$ cat src/rtl/rcos_pkg.sv
// rcos_pkg: shared definitions for the raised-cosine FIR MAC scheduler.
//   - sched_state_t : scheduler FSM state encoding (IDLE, LOAD, MAC, DUMP)
//   - NTAP_DEF      : default number of FIR taps
//   - nstep_f()     : MAC steps per sample for a given tap count
//   - TAP_W/COEF_W  : tap and coefficient index widths at the default NTAP
package rcos_pkg;

  typedef enum logic [1:0] {
    ST_IDLE = 2'd0,
    ST_LOAD = 2'd1,
    ST_MAC  = 2'd2,
    ST_DUMP = 2'd3
  } sched_state_t;

  localparam int NTAP_DEF = 9;

  // Folded symmetric FIR: one step per tap pair plus one for the centre tap.
  function automatic int nstep_f(input int ntap);
    return (ntap + 1) / 2;
  endfunction

  localparam int TAP_W  = $clog2(NTAP_DEF);
  localparam int COEF_W = $clog2(nstep_f(NTAP_DEF));

endpackage

$ cat src/rtl/rcos_tap_addr.sv
// rcos_tap_addr: combinational map from MAC step to folded-FIR operand indices.
// Registered by the parent scheduler; also usable by a datapath checker.
// Ports:
//   step      in  : MAC step, 0..NSTEP-1
//   tap_lo    out : delay-line index of first pre-adder operand (= step)
//   tap_hi    out : delay-line index of second operand (= NTAP-1-step)
//   centre    out : last step, where tap_lo and tap_hi coincide
//   coef_addr out : coefficient ROM address (= step)
module rcos_tap_addr
  import rcos_pkg::*;
#(
  parameter int NTAP = NTAP_DEF
) (
  input  logic [$clog2(nstep_f(NTAP))-1:0] step,
  output logic [$clog2(NTAP)-1:0]          tap_lo,
  output logic [$clog2(NTAP)-1:0]          tap_hi,
  output logic                             centre,
  output logic [$clog2(nstep_f(NTAP))-1:0] coef_addr
);

  localparam int TW    = $clog2(NTAP);
  localparam int CW    = $clog2(nstep_f(NTAP));
  localparam int NSTEP = nstep_f(NTAP);

  assign tap_lo    = TW'(step);
  assign tap_hi    = TW'(NTAP - 1) - TW'(step);
  assign centre    = (step == CW'(NSTEP - 1));
  assign coef_addr = step;

endmodule

$ cat src/rtl/rcos_mac_sched.sv
// rcos_mac_sched: sequencer for the time-shared raised-cosine FIR MAC.
// Each accepted din_en shifts the delay line once (LOAD), walks the folded tap
// pairs through the shared pre-adder/multiplier/accumulator (MAC, NSTEP
// cycles), then strobes the finished sum out (DUMP).
// Ports:
//   clk       in  : fast datapath clock
//   n_rst     in  : synchronous active-low reset
//   din_en    in  : one-cycle new-sample strobe
//   shift_en  out : delay line shifts in din
//   tap_lo    out : first pre-adder operand index
//   tap_hi    out : second pre-adder operand index
//   centre    out : centre tap, tap_hi ignored
//   coef_addr out : coefficient ROM address
//   acc_clr   out : accumulator loads product instead of adding
//   acc_en    out : accumulator updates
//   dout_en   out : output register captures accumulator
//   busy      out : high in LOAD and MAC
//   ovr       out : sticky overrun flag
//   ovr_cnt   out : saturating dropped-strobe count (RCOS_SCHED_OVR_CNT_EN only)
// Build option: define RCOS_SCHED_OVR_CNT_EN to add the ovr_cnt port.
module rcos_mac_sched
  import rcos_pkg::*;
#(
  parameter int NTAP = NTAP_DEF
) (
  input  logic                             clk,
  input  logic                             n_rst,
  input  logic                             din_en,
  output logic                             shift_en,
  output logic [$clog2(NTAP)-1:0]          tap_lo,
  output logic [$clog2(NTAP)-1:0]          tap_hi,
  output logic                             centre,
  output logic [$clog2(nstep_f(NTAP))-1:0] coef_addr,
  output logic                             acc_clr,
  output logic                             acc_en,
  output logic                             dout_en,
  output logic                             busy,
  output logic                             ovr
`ifdef RCOS_SCHED_OVR_CNT_EN
  ,
  output logic [7:0]                       ovr_cnt
`endif
);

  localparam int NSTEP = nstep_f(NTAP);
  localparam int TW    = $clog2(NTAP);
  localparam int CW    = $clog2(NSTEP);

  sched_state_t  state_reg, state_next;
  logic [CW-1:0] step_reg, step_next;
  logic          drop;

  logic [TW-1:0] dec_lo, dec_hi;
  logic [CW-1:0] dec_coef;
  logic          dec_centre;
  logic          mac_next;

  always_comb begin
    state_next = state_reg;
    step_next  = step_reg;
    drop       = 1'b0;
    case (state_reg)
      ST_IDLE: if (din_en) state_next = ST_LOAD;
      ST_LOAD: begin
        state_next = ST_MAC;
        step_next  = '0;
        drop       = din_en;
      end
      ST_MAC: begin
        drop = din_en;
        if (step_reg == CW'(NSTEP - 1)) begin
          state_next = ST_DUMP;
          step_next  = '0;
        end else begin
          step_next = step_reg + CW'(1);
        end
      end
      ST_DUMP: state_next = din_en ? ST_LOAD : ST_IDLE;
      default: state_next = ST_IDLE;
    endcase
  end

  // Outputs are decoded from the next state/step so they appear registered
  // in the same cycle the FSM occupies that state.
  rcos_tap_addr #(.NTAP(NTAP)) u_tap_addr (
    .step      (step_next),
    .tap_lo    (dec_lo),
    .tap_hi    (dec_hi),
    .centre    (dec_centre),
    .coef_addr (dec_coef)
  );

  assign mac_next = (state_next == ST_MAC);

  always_ff @(posedge clk) begin
    if (!n_rst) begin
      state_reg <= ST_IDLE;
      step_reg  <= '0;
      shift_en  <= 1'b0;
      tap_lo    <= '0;
      tap_hi    <= '0;
      centre    <= 1'b0;
      coef_addr <= '0;
      acc_clr   <= 1'b0;
      acc_en    <= 1'b0;
      dout_en   <= 1'b0;
      busy      <= 1'b0;
      ovr       <= 1'b0;
    end else begin
      state_reg <= state_next;
      step_reg  <= step_next;
      shift_en  <= (state_next == ST_LOAD);
      tap_lo    <= mac_next ? dec_lo : '0;
      tap_hi    <= mac_next ? dec_hi : '0;
      centre    <= mac_next && dec_centre;
      coef_addr <= mac_next ? dec_coef : '0;
      acc_clr   <= mac_next && (step_next == '0);
      acc_en    <= mac_next;
      dout_en   <= (state_next == ST_DUMP);
      busy      <= (state_next == ST_LOAD) || mac_next;
      ovr       <= ovr || drop;
    end
  end

`ifdef RCOS_SCHED_OVR_CNT_EN
  always_ff @(posedge clk) begin
    if (!n_rst)
      ovr_cnt <= '0;
    else if (drop && (ovr_cnt != 8'hFF))
      ovr_cnt <= ovr_cnt + 8'd1;
  end
`endif

endmodule

$ cat config.mk
export PLATFORM = sky130hd
export DESIGN_NAME = rcos_mac_sched
export DESIGN_NICKNAME = d
export VERILOG_FILES = /design/src/rtl/rcos_pkg.sv /design/src/rtl/rcos_tap_addr.sv /design/src/rtl/rcos_mac_sched.sv
export SDC_FILE = /design/constraint.sdc
export NUM_CORES = 1
export LEC_CHECK = 0
export BUFFER_PORTS_ARGS = -buffer_cell sky130_fd_sc_hd__buf_2
export CAP_MARGIN = 20
export CELL_PAD_IN_SITES_DETAIL_PLACEMENT = 1
export CELL_PAD_IN_SITES_GLOBAL_PLACEMENT = 2
export CORE_ASPECT_RATIO = 1.4
export CORE_UTILIZATION = 30
export DETAILED_ROUTE_END_ITERATION = 12
export PLACE_DENSITY = 0.76
export REMOVE_ABC_BUFFERS = 1
export SLEW_MARGIN = 25
export SYNTH_ARGS = -nofsm -noshare
export SYNTH_HDL_FRONTEND = slang
export SYNTH_SLANG_ARGS = --single-unit
$ cat constraint.sdc
create_clock -name clk -period 2.1 [get_ports clk]
set_input_delay 0.525 -clock clk [delete_from_list [all_inputs] [get_ports clk]]
set_output_delay 0.525 -clock clk [all_outputs]
set_load 0.1 [all_outputs]
# --- Word level (Yosys, flattened, before mapping) ---
# Index checks and enable logic that the tools add are counted.
totals:
  inputBits: 3
  elab_cells: 37
  ff_bits: 20
classes:
  muxes: 7
  n_addsub: 2
  reduce_logical: 8
  n_eq_ne: 8
op_table:
  columns: ["op", "n"]
  rows:
  - ["== test 2 bit (second input constant)", 4]
  - ["case mux 2 bit (4 select lines)", 1]
  - ["== test 3 bit (second input constant)", 2]
  - ["case mux 3 bit (2 select lines)", 1]
  - ["== test 2 x 1 -> 1 bit (second input constant)", 2]
  - ["two-way mux 2 bit", 2]
  - ["subtractor 4 x 3 -> 4 bit (first input constant)", 1]
  - ["adder 3 x 1 -> 3 bit (second input constant)", 1]
  - ["logical NOT 3 bit", 1]
  - ["two-way mux 3 bit", 1]
  - ["logical AND 1 bit", 2]
  - ["logical NOT 2 bit", 1]
  - ["logical OR 1 bit", 2]
  - ["two-way mux 1 bit", 2]
  - ["AND reduction 2 bit", 1]
  - ["OR reduction 2 bit", 1]

# --- Depth between registers and ports, before layout ---
# Gate-level depths: netlist (run 1).
depth:
  word_depth: 5
  mapped_depth: 7
  mapped_depth_nobuf: 7

# --- Hierarchy ---
# From an unflattened synthesis (run 1), not the netlist that was laid out.
unflattened:
  cells_unflattened: 92
  hier_area_um2: 953.4
modules_own_cells:
  columns: ["module", "cells_per_inst", "seq_area_each_um2", "n_inst", "area_each_um2"]
  rows:
  - ["rcos_mac_sched", 77, 460.4, 1, 843.3]
  - ["rcos_tap_addr", 15, 0.0, 1, 110.1]

# --- Worst setup path after synthesis (run 1) ---
# No wires, ideal clock.
synth_path:
  path_type: "register -> output"
  from: "register tap_hi[0]"
  to: "output tap_hi[0]"
  path_buffers: 1
  required_time_ns: 1.575
  stages_incl_launch_ff: 2
  arrival_time_ns: 1.374
  path_slack_ns: 0.201
  cell_sequence: "dfxtp_1 buf_4"
synth_rtl:
  columns: ["element", "line", "source"]
  rows:
  - ["from (decl)", "rcos_mac_sched.sv:31", "output logic [$clog2(NTAP)-1:0] tap_hi,"]
  - ["from (signal assigned)", "rcos_mac_sched.sv:114", "tap_hi <= mac_next ? dec_hi : '0;"]
# No word-level cell between the ends.

# --- Worst setup path in the final report (run 1) ---
layout_path:
  from: "register state_reg[0]"
  to: "register tap_hi[2]"
layout_between:
  elab_chain_cells: 4
  elab_cells_between_ends: 11
layout_rtl:
  columns: ["element", "line", "source"]
  rows:
  - ["from (decl)", "rcos_mac_sched.sv:49", "sched_state_t state_reg, state_next;"]
  - ["from (signal assigned)", "rcos_mac_sched.sv:110", "state_reg <= state_next;"]
  - ["== test 2 bit, or another cell as far along", "rcos_mac_sched.sv:62", "case (state_reg)"]
  - ["case mux 2 bit (4 select lines) (*)", "rcos_mac_sched.sv:62", null]
  - ["net state_next[1]", "rcos_mac_sched.sv:49", null]
  - ["== test 2 bit (*)", "rcos_mac_sched.sv:93", "assign mac_next = (state_next == ST_MAC);"]
  - ["AND reduction 2 bit (no line) (*)", null, null]
# The timed path passes the listed nets; every way through them passes the cells marked *.
# A chain may end at the register's enable or synchronous reset.

==> results of run 1 <==
[cell usage after synthesis]
cell type	instances	area share, %
sky130_fd_sc_hd__o21bai_1	1	0.97
sky130_fd_sc_hd__nand4b_1	1	1.1
sky130_fd_sc_hd__nand2b_1	3	2.4
sky130_fd_sc_hd__inv_1	7	3.4
sky130_fd_sc_hd__nand2_1	3	1.5
sky130_fd_sc_hd__nor2_1	2	0.97
sky130_fd_sc_hd__o21a_1	1	0.97
sky130_fd_sc_hd__conb_1	1	0.49
sky130_fd_sc_hd__a21oi_1	2	1.3
sky130_fd_sc_hd__a31oi_1	1	0.81
sky130_fd_sc_hd__and2_2	5	4.9
sky130_fd_sc_hd__buf_4	5	4.9
sky130_fd_sc_hd__a21o_1	1	0.97
sky130_fd_sc_hd__mux2_4	1	1.9
sky130_fd_sc_hd__and4_1	1	1.1
sky130_fd_sc_hd__mux2_2	1	1.5
sky130_fd_sc_hd__and2_1	1	0.81
sky130_fd_sc_hd__o311a_1	1	1.3
sky130_fd_sc_hd__a211oi_4	1	2.6
sky130_fd_sc_hd__nor2b_1	8	6.5
sky130_fd_sc_hd__dfxtp_1	18	47
sky130_fd_sc_hd__ha_1	8	13
[power groups by stage]
stage	registers [mW]	logic, mW	clock network, mW
floorplan	0.499	0.0778	0
global placement	0.378	0.242	0
detailed placement	0.380	0.244	0
CTS	0.372	0.245	0.213
global route	0.375	0.261	0.230
finish	0.372	0.242	0.210
[critical path: cells and delay by family, from the launching register on]
family | cells | cell delay, ps
buffers and inverters | 1 | 80
flip-flops | 1 | 390
AND/OR/NAND/NOR | 1 | 160
adder cells (fa/ha/maj) | 3 | 840
multiplexers | 1 | 370
[area by class of cell]
cell class	count	share of cell area (%)
Clock buffer	4	3.93
Sequential cell	18	39.0
Multi-Input combinational cell	43	37.7
Tap cell	34	4.61
Inverter	7	2.85
Timing Repair Buffer	21	11.9
[metal layers]
layer / vias up / routed length (um) / global-route usage (%)
met5: - / 0 / 0
met4: 0 / 14 / 3.90
met3: 2 / 28 / 1.73
met2: 8 / 791 / 24.4
met1: 263 / 582 / 13.5
li1: 267 / - / -
[final timing paths]
path	start	endpoint	slack, ps	cells after the start
hold / removal	ovr	ovr	510	2
setup reg to reg	state_reg[0]	tap_hi[2]	170	6
setup / recovery	state_reg[0]	tap_hi[2]	170	6
hold reg to reg	ovr	ovr	510	2
[metrics by stage]
stage / power [mW] / hold slack (ps) / TNS, ps / setup WS [ps] / area (um^2)
finish: 0.824 / 514 / 0 / 167 / 923
global route: 0.866 / 535 / 0 / 61.0 / 923
CTS: 0.831 / 520 / 0 / 170 / 923
detailed placement: 0.624 / 489 / 0 / 188 / 887
global placement: 0.620 / 481 / 0 / 231 / 887
floorplan: 0.577 / 596 / -1870 / -622 / 734
[cells by family after synthesis]
| family | Yosys count | share of synthesized area (%) |
|---|---|---|
| simple gates | 24 | 19.3 |
| flops | 18 | 46.7 |
| buf+inv | 12 | 8.27 |
| compound gates | 8 | 8.92 |
| fa+ha+maj | 8 | 13.0 |
| mux | 2 | 3.40 |
| other cells | 1 | 0.486 |
==> impl_results.md, run 1 <==
- Outcome: completed
- Routed vias: 540
- Setup Skew: 4.71 ps
- GRT Util Overall: 12.4%
- Pin count of the biggest net entering global routing: 11
- Largest stage delay on the critical path: 390 ps
- Nets: 105
- Internal Power: 0.524 mW
- Cell area after technology mapping: 772 um^2
- Routed wire length per instance: 11.2 um
- Syn_area_per_cell: 10.6 um^2
- Share of total power in sequential cells: 45.1%
- Cells along the critical path: inv_1, ha_1, mux2_2, ha_1, ha_1, and2_2
- Net Sw Frac: 36.4%
- Combined area of the multi-input logic cells: 348 um^2
- Top achievable clock speed: 517 MHz
- CP Launch Type: register
- Detailed Route WL: 1420 um
- IO Pins: 21
- Core occupancy in the finished layout: 38.2%
- Clock power share: 25.5%
- # placed instances: 123
- Longest Clk Path Bufs: 2
- Hold Fails Final Rpt: 0
- Final cycle utilization of the critical path: 92.1%
- Cell repeated most along the worst path: sky130_fd_sc_hd__ha_1
- Number of max-slew violations in the final report: 0
- Signed area change from the synthesized netlist to the final layout: 19.6%
- Insertion delay to the later sink of the worst-skew pair: 280 ps
- IR Drop Worst-Case VDD: 0.000441 V
- Data required time at the worst endpoint: 2280 ps
- Number of global-route vias before repair: 532
- TritonCTS Buffers: 3
- Sink Count: 18
- Number of max-capacitance violations reported: 0
- Die Height: 62.0 um
- Global placement routability congestion: 0.720
- Synthesized instance count: 73
- Core area: 2420 um^2
- Filler cell count: 308
- CTS tree: done
- Final critical-path required period: 1930 ps
- Register bit count reported by yosys: 18
- Initial antenna violation count: 0
- Detailed-route DRC error count: 0
- Fraction of the yosys area taken by sequential cells: 46.7%
- Flip-flop count of the largest register after layout: 4
- Std cell rows: 21
- Clock-pin slew on the worst setup and hold paths: 110 ps
- Setup CP Type: reg -> reg
- Count of input and output buffers: 19
- Endpoint arrival time on the critical path: 2120 ps
- Final antenna-violating net count: 0
- Cell at the root of the clock tree: sky130_fd_sc_hd__clkbuf_4
- Switching power total: 0.300 mW
- Post-detail-place hpwl: 1160 um
- Worst Path Max Fanout: 4
- Die outline width: 44.9 um
- Number of search-and-repair iterations in the first detailed-routing pass: 4
- Total global routing overflow: 0
- Sort of element at the end of the critical path: register
- Reported leakage power: 0.451 nW
- Most common library cell in the layout ignoring fill and taps: sky130_fd_sc_hd__buf_2
- Final Instance Count excl. Fillers: 127
- N_diodes: 0
- Setup bufs post-CTS: 0
- Number of DRC markers after the initial detailed-route iteration: 9
- FF+latch area: 360 um^2
- Cell at the slowest stage of the critical path: sky130_fd_sc_hd__dfxtp_1
- Setup violators final: 0
- HP Class: reg -> reg
- RSZ-0062 raised after global routing: false
- Post_cts resized: 0
- H-tree level count: 1
- Cell Pwr Density: 892 nW/um^2
- Relative contribution of combinational cells to total power: 29.4%
- Highest-count cells in the layout ignoring fill and taps: sky130_fd_sc_hd__buf_2, sky130_fd_sc_hd__dfxtp_1, sky130_fd_sc_hd__nor2b_1, sky130_fd_sc_hd__ha_1, sky130_fd_sc_hd__inv_1
- Fraction of final layout cells with drive strength greater than 1: 35.5%
- Ratio of routed vias to standard cells: 4.25
- Number of buffers inserted for hold repair after clock tree synthesis: 0
- First-pass GRT wire length: 2480 um
- Number of distinct library cell variants in the gate-level netlist after synthesis: 22
- Synth warnings: 0
- Floorplan die area: 2780 um^2
- Effective utilization at floorplan: 31.9%
Power figures use the tool's default switching activity.
==> inputs of run 2 (changes only) <==
Settings changed: ABC_AREA set to 1, CORE_UTILIZATION 30 to 28.
==> impl_results.md, run 2 <==
- Cells along the critical path: inv_1, ha_2, nand3_1, o21ai_0, inv_2, ha_1, ha_1, inv_1, nor2_1 (was inv_1, ha_1, mux2_2, ha_1, ha_1, and2_2)
- Top achievable clock speed: 545 MHz (was 517 MHz)
- R2R Setup Slk: 270 ps (was 170 ps)
- Die Height: 64.9 um (was 62.0 um)
- Synthesized instance count: 93 (was 73)
- Fraction of the yosys area taken by sequential cells: 45.6% (was 46.7%)
- Most common library cell in the layout ignoring fill and taps: sky130_fd_sc_hd__buf_2 (unchanged)
- Flip-flop count of the largest register after layout: 4 (unchanged)
- Final critical-path required period: 1830 ps (was 1930 ps)
- Hold Crit Endpoint: ovr (unchanged)
- Insertion delay to the later sink of the worst-skew pair: 290 ps (was 280 ps)
- Worst hold path stage count: 2 (unchanged)
- Post-detail-place hpwl: 1240 um (was 1160 um)
- Fraction of post-synthesis cell area in the top cell type by area: 45.6% (was 46.7%)
- Routed wire length per instance: 9.98 um (was 11.2 um)
- Count of input and output buffers: 19 (unchanged)
- IO Pins: 21 (unchanged)
- Pin count of the biggest net entering global routing: 11 (unchanged)
- Final Instance Count excl. Fillers: 146 (was 127)
- CP top delay family: adder cells (unchanged)
- Worst Path Max Fanout: 9 (was 4)
- Core area: 2640 um^2 (was 2420 um^2)
- Cell area after technology mapping: 791 um^2 (was 772 um^2)
- Detailed Route WL: 1460 um (was 1420 um)
- Worst Reg-to-Reg Cells: 9 (was 6)
- Longest Clk Path Bufs: 2 (unchanged)
- Proportion of synthesized flip-flops having asynchronous set or reset: 0% (unchanged)
- Effective utilization at floorplan: 29.9% (was 31.9%)
- HP Class: reg -> reg (unchanged)
- Post-synth EDFFs: 0 (unchanged)
- Fraction of final layout cells with drive strength greater than 1: 31.8% (was 35.5%)
- Reg2reg end: tap_hi[2] (unchanged)
- Syn_area_per_cell: 8.50 um^2 (was 10.6 um^2)
- Register bit count reported by yosys: 18 (unchanged)
- Final cycle utilization of the critical path: 87.3% (was 92.1%)
- Prevailing post-synth register cell: sky130_fd_sc_hd__dfxtp_1 (unchanged)
- Ratio of routed vias to standard cells: 4.05 (was 4.25)
- Worst hold start: ovr (unchanged)
- Largest stage delay on the critical path: 430 ps (was 390 ps)
- GRT Util Overall: 12.0% (was 12.4%)
- Sort of element at the end of the critical path: register (unchanged)
- Most frequent cells after synthesis: sky130_fd_sc_hd__dfxtp_1, sky130_fd_sc_hd__inv_1, sky130_fd_sc_hd__nor2_1, sky130_fd_sc_hd__nand2_1, sky130_fd_sc_hd__ha_1 (was sky130_fd_sc_hd__dfxtp_1, sky130_fd_sc_hd__ha_1, sky130_fd_sc_hd__nor2b_1, sky130_fd_sc_hd__inv_1)
- TritonCTS Buffers: 3 (unchanged)
- Number of distinct library cell variants in the gate-level netlist after synthesis: 17 (was 22)
- Sink Count: 18 (unchanged)
- Cell at the slowest stage of the critical path: sky130_fd_sc_hd__ha_2 (was sky130_fd_sc_hd__dfxtp_1)
- Final antenna-violating net count: 0 (unchanged)
- Data required time at the worst endpoint: 2290 ps (was 2280 ps)
- Bufs and invs on worst path: 3 (was 1)
- Highest-count cells in the layout ignoring fill and taps: sky130_fd_sc_hd__buf_2, sky130_fd_sc_hd__inv_1, sky130_fd_sc_hd__dfxtp_1, sky130_fd_sc_hd__nor2_1, sky130_fd_sc_hd__nand2_1 (was sky130_fd_sc_hd__buf_2, sky130_fd_sc_hd__dfxtp_1, sky130_fd_sc_hd__nor2b_1, sky130_fd_sc_hd__ha_1, sky130_fd_sc_hd__inv_1)
- Leading cell types by total area after synthesis: sky130_fd_sc_hd__dfxtp_1, sky130_fd_sc_hd__ha_1, sky130_fd_sc_hd__inv_1 (was sky130_fd_sc_hd__dfxtp_1, sky130_fd_sc_hd__ha_1, sky130_fd_sc_hd__nor2b_1)
- # placed instances: 142 (was 123)
- Setup Skew: 0.973 ps (was 4.71 ps)
- First-pass GRT wire length: 2610 um (was 2480 um)
- Signed area change from the synthesized netlist to the final layout: 16.5% (was 19.6%)
- Endpoint arrival time on the critical path: 2030 ps (was 2120 ps)
- Detailed-route DRC error count: 0 (unchanged)
- Global placement routability congestion: 0.719 (was 0.720)
- Synth warnings: 0 (unchanged)
- Setup violators final: 0 (unchanged)
- Startpoint of the worst-slack reg-to-reg timing path: state_reg[0] (unchanged)
- Setup CP Type: reg -> reg (unchanged)
- RSZ-0062 raised after global routing: false (unchanged)
- Number of max-slew violations in the final report: 0 (unchanged)
- Std cell rows: 22 (was 21)
- Cell taking the most area after synthesis: sky130_fd_sc_hd__dfxtp_1 (unchanged)
- CP Launch Type: register (unchanged)
- Floorplan die area: 3040 um^2 (was 2780 um^2)
- Number of global-route vias before repair: 639 (was 532)
- H-tree level count: 1 (unchanged)
- Total global routing overflow: 0 (unchanged)
- CTS tree: done (unchanged)
- Cell at the root of the clock tree: sky130_fd_sc_hd__clkbuf_4 (unchanged)
- Routed vias: 592 (was 540)
- Number of DRC markers after the initial detailed-route iteration: 2 (was 9)
- Number of max-capacitance violations reported: 0 (unchanged)
- Initial antenna violation count: 0 (unchanged)
- Die outline width: 46.9 um (was 44.9 um)
- N_diodes: 0 (unchanged)
- Outcome: completed (unchanged)
- Number of search-and-repair iterations in the first detailed-routing pass: 2 (was 4)
- Hold Fails Final Rpt: 0 (unchanged)
- Clock-pin slew on the worst setup and hold paths: 100 ps (was 110 ps)
- Nets: 122 (was 105)
==> run 2: worst max-delay path by stage <==
stage,end,depth (start not counted),slack (ps),start
3_3_place_gp,tap_hi[2],8,250,state_reg[0]
5_1_grt,tap_hi[2],9,80,state_reg[0]
4_1_cts,tap_hi[2],8,170,state_reg[0]
3_5_place_dp,tap_hi[2],8,190,state_reg[0]
6_report,tap_hi[2],9,270,state_reg[0]
2_1_floorplan,coef_addr[0],0,-620,tap_hi[0]
==> run 2: kinds of logic after synthesis <==
kind of cell	count (synthesis)	synth area share, %
compound gates	3	1.90
other cells	1	0.474
buf+inv	26	15.7
simple gates	37	23.7
fa+ha+maj	8	12.7
flops	18	45.6
==> run 2: through the flow <==
stage	hold slack, ps	worst slack, ps	utilization, %	TNS (ps)	instance area, um^2
final	470	266	34.8	0	921
after global routing	510	79.7	34.8	0	921
after CTS	485	172	34.8	0	918
after detailed placement	460	193	33.4	0	882
after global placement	438	246	33.4	0	882
after floorplan	592	-622	-	-1870	742
==> run 2: layout make-up <==
type / instances / area (um^2)
multi-input combinational: 49 / 309
tap: 36 / 45.0
sequential: 18 / 360
clock buffer: 4 / 36.3
fill: 350 / 1720
timing repair buffer: 19 / 95.1
inverter: 20 / 75.1
==> run 2: layer usage <==
metal | GRT usage [%] | part of all wire [%] | vias to the layer above
met3 | 1.95 | 3.8 | 2
met5 | 0 | 0 | -
li1 | - | - | 302
met2 | 22.0 | 59 | 12
met4 | 7.50 | 0.55 | 0
met1 | 11.5 | 37 | 276
==> run 2: tightest hold or removal path, cell delays in order (launching register included) <==
cell                      delay (ps)
sky130_fd_sc_hd__dfxtp_1         330
sky130_fd_sc_hd__nand2_1          40
sky130_fd_sc_hd__o21ai_0          60
==> run 2: timing repair <==
| item | CTS | global route |
|---|---|---|
| setup buffers | 0 | 0 |
| resized for setup | 0 | 1 |
| setup endpoints to repair | 0 | 1 |
| hold buffers | 0 | 0 |
| endpoints found under the hold margin | 0 | 0 |
Power of run 2 is left out: the tool's default activity adds up to more than one toggle a clock period on the data nets, which glitch-free logic cannot reach.
==> inputs of run 3 (changes only) <==
Settings changed: PLACE_DENSITY 0.76 to not set, PLACE_DENSITY_LB_ADDON set to 0.1.
==> impl_results.md, run 3 (synthesis gave the netlist of run 2 again) <==
- Outcome: completed (unchanged)
- CTS tree: done (unchanged)
- Hold Fails Final Rpt: 0 (unchanged)
- Sink Count: 18 (unchanged)
- Core occupancy in the finished layout: 34.2% (was 34.8%)
- Clock-pin slew on the worst setup and hold paths: 100 ps (about the same)
- Most common library cell in the layout ignoring fill and taps: sky130_fd_sc_hd__buf_2 (unchanged)
- Number of search-and-repair iterations in the first detailed-routing pass: 4 (was 2)
- Post-detail-place hpwl: 1140 um (was 1240 um)
- GRT Util Overall: 11.9% (was 12.0%)
- Insertion delay to the later sink of the worst-skew pair: 280 ps (was 290 ps)
- Final antenna-violating net count: 0 (unchanged)
- CP Launch Type: register (unchanged)
- Number of DRC markers after the initial detailed-route iteration: 1 (was 2)
- Routed wire length per instance: 9.64 um (was 9.98 um)
- Number of buffers inserted for hold repair after clock tree synthesis: 0 (unchanged)
- Core area: 2640 um^2 (unchanged)
- IO Pins: 21 (unchanged)
- Floorplan die area: 3040 um^2 (unchanged)
- Setup Skew: 1.81 ps (was 0.973 ps)
- Count of input and output buffers: 19 (unchanged)
- Signed area change from the synthesized netlist to the final layout: 14.4% (was 16.5%)
- Worst Path Max Fanout: 9 (unchanged)
- Setup violators final: 0 (unchanged)
- Global placement routability congestion: 0.640 (was 0.719)
- Longest Clk Path Bufs: 2 (unchanged)
- RSZ-0062 raised after global routing: false (unchanged)
- Total global routing overflow: 0 (unchanged)
- Fraction of final layout cells with drive strength greater than 1: 30.3% (was 31.8%)
- Pin count of the biggest net entering global routing: 11 (unchanged)
- Number of max-slew violations in the final report: 0 (unchanged)
- Ratio of routed vias to standard cells: 3.96 (was 4.05)
- Detailed-route DRC error count: 0 (unchanged)
- Nets: 122 (unchanged)
- Routed vias: 574 (was 592)
- Flip-flop count of the largest register after layout: 4 (unchanged)
- Endpoint arrival time on the critical path: 2060 ps (was 2030 ps)
- Number of max-capacitance violations reported: 0 (unchanged)
- Top achievable clock speed: 533 MHz (was 545 MHz)
- Number of global-route vias before repair: 589 (was 639)
- Highest-count cells in the layout ignoring fill and taps: sky130_fd_sc_hd__buf_2, sky130_fd_sc_hd__inv_1, sky130_fd_sc_hd__dfxtp_1, sky130_fd_sc_hd__nor2_1, sky130_fd_sc_hd__nand2_1 (unchanged)
- Final critical-path required period: 1880 ps (was 1830 ps)
- Effective utilization at floorplan: 29.9% (unchanged)
- Post_cts resized: 0 (unchanged)
- Initial antenna violation count: 0 (unchanged)
- Setup CP Type: reg -> reg (unchanged)
- TritonCTS Buffers: 3 (unchanged)
- Final cycle utilization of the critical path: 89.3% (was 87.3%)
- H-tree level count: 1 (unchanged)
- Setup bufs post-CTS: 0 (unchanged)
- Die Height: 64.9 um (unchanged)
- HP Class: reg -> reg (unchanged)
- Filler cell count: 351 (was 350)
- Sort of element at the end of the critical path: register (unchanged)
- Std cell rows: 22 (unchanged)
- Cell at the root of the clock tree: sky130_fd_sc_hd__clkbuf_4 (unchanged)
- Data required time at the worst endpoint: 2290 ps (about the same)
- Detailed Route WL: 1400 um (was 1460 um)
- N_diodes: 0 (unchanged)
- Die outline width: 46.9 um (unchanged)
- First-pass GRT wire length: 2500 um (was 2610 um)
## run 3: changes by cell type in the layout (fill, tap and decap cells not counted)
cell / change
sky130_fd_sc_hd__clkbuf_8: -1
sky130_fd_sc_hd__ha_2: -1
sky130_fd_sc_hd__ha_1: +1
## run 3: final timing paths
kind / startpoint / endpoint / slack, ps / cells after the start
max: state_reg[0] / tap_hi[2] / 220 / 9
min: ovr / ovr / 470 / 2
max reg2reg: state_reg[0] / tap_hi[2] / 220 / 9
min reg2reg: ovr / ovr / 470 / 2
## run 3: metal layers
layer	up-vias	track usage [%]	part of all wire (%)
li1	298	-	-
met1	267	14.1	44
met2	7	18.8	52
met3	2	1.67	2.8
met4	0	8.57	1.6
met5	-	0	0
## run 3: cell type report
| cell class | instances | area, um^2 | share of cell area (%) |
|---|---|---|---|
| Clock buffer | 3 | 22.5 | 2.49 |
| Timing Repair Buffer | 19 | 95.1 | 10.5 |
| Multi-Input combinational cell | 49 | 307 | 33.9 |
| Inverter | 20 | 75.1 | 8.30 |
| Tap cell | 36 | 45.0 | 4.98 |
| Sequential cell | 18 | 360 | 39.8 |
## run 3: per-stage QoR
stage	hold slack, ps	cells	setup WS, ps	setup TNS, ps	area, um^2
final	473	145	224	0	905
after global routing	526	145	36.5	0	905
after floorplan	592	87	-622	-1870	742
after global placement	453	142	230	0	882
after detailed placement	469	142	192	0	882
after CTS	489	145	186	0	905
## run 3: worst max-delay path, stage by stage, from the launching register on
cell,delay [ps]
sky130_fd_sc_hd__dfxtp_1,340
sky130_fd_sc_hd__inv_1,80
sky130_fd_sc_hd__ha_1,470
sky130_fd_sc_hd__nand3_1,100
sky130_fd_sc_hd__o21ai_0,110
sky130_fd_sc_hd__inv_2,100
sky130_fd_sc_hd__ha_1,230
sky130_fd_sc_hd__ha_1,270
sky130_fd_sc_hd__inv_1,50
sky130_fd_sc_hd__nor2_1,30
Power of run 3 is left out for the same reason.
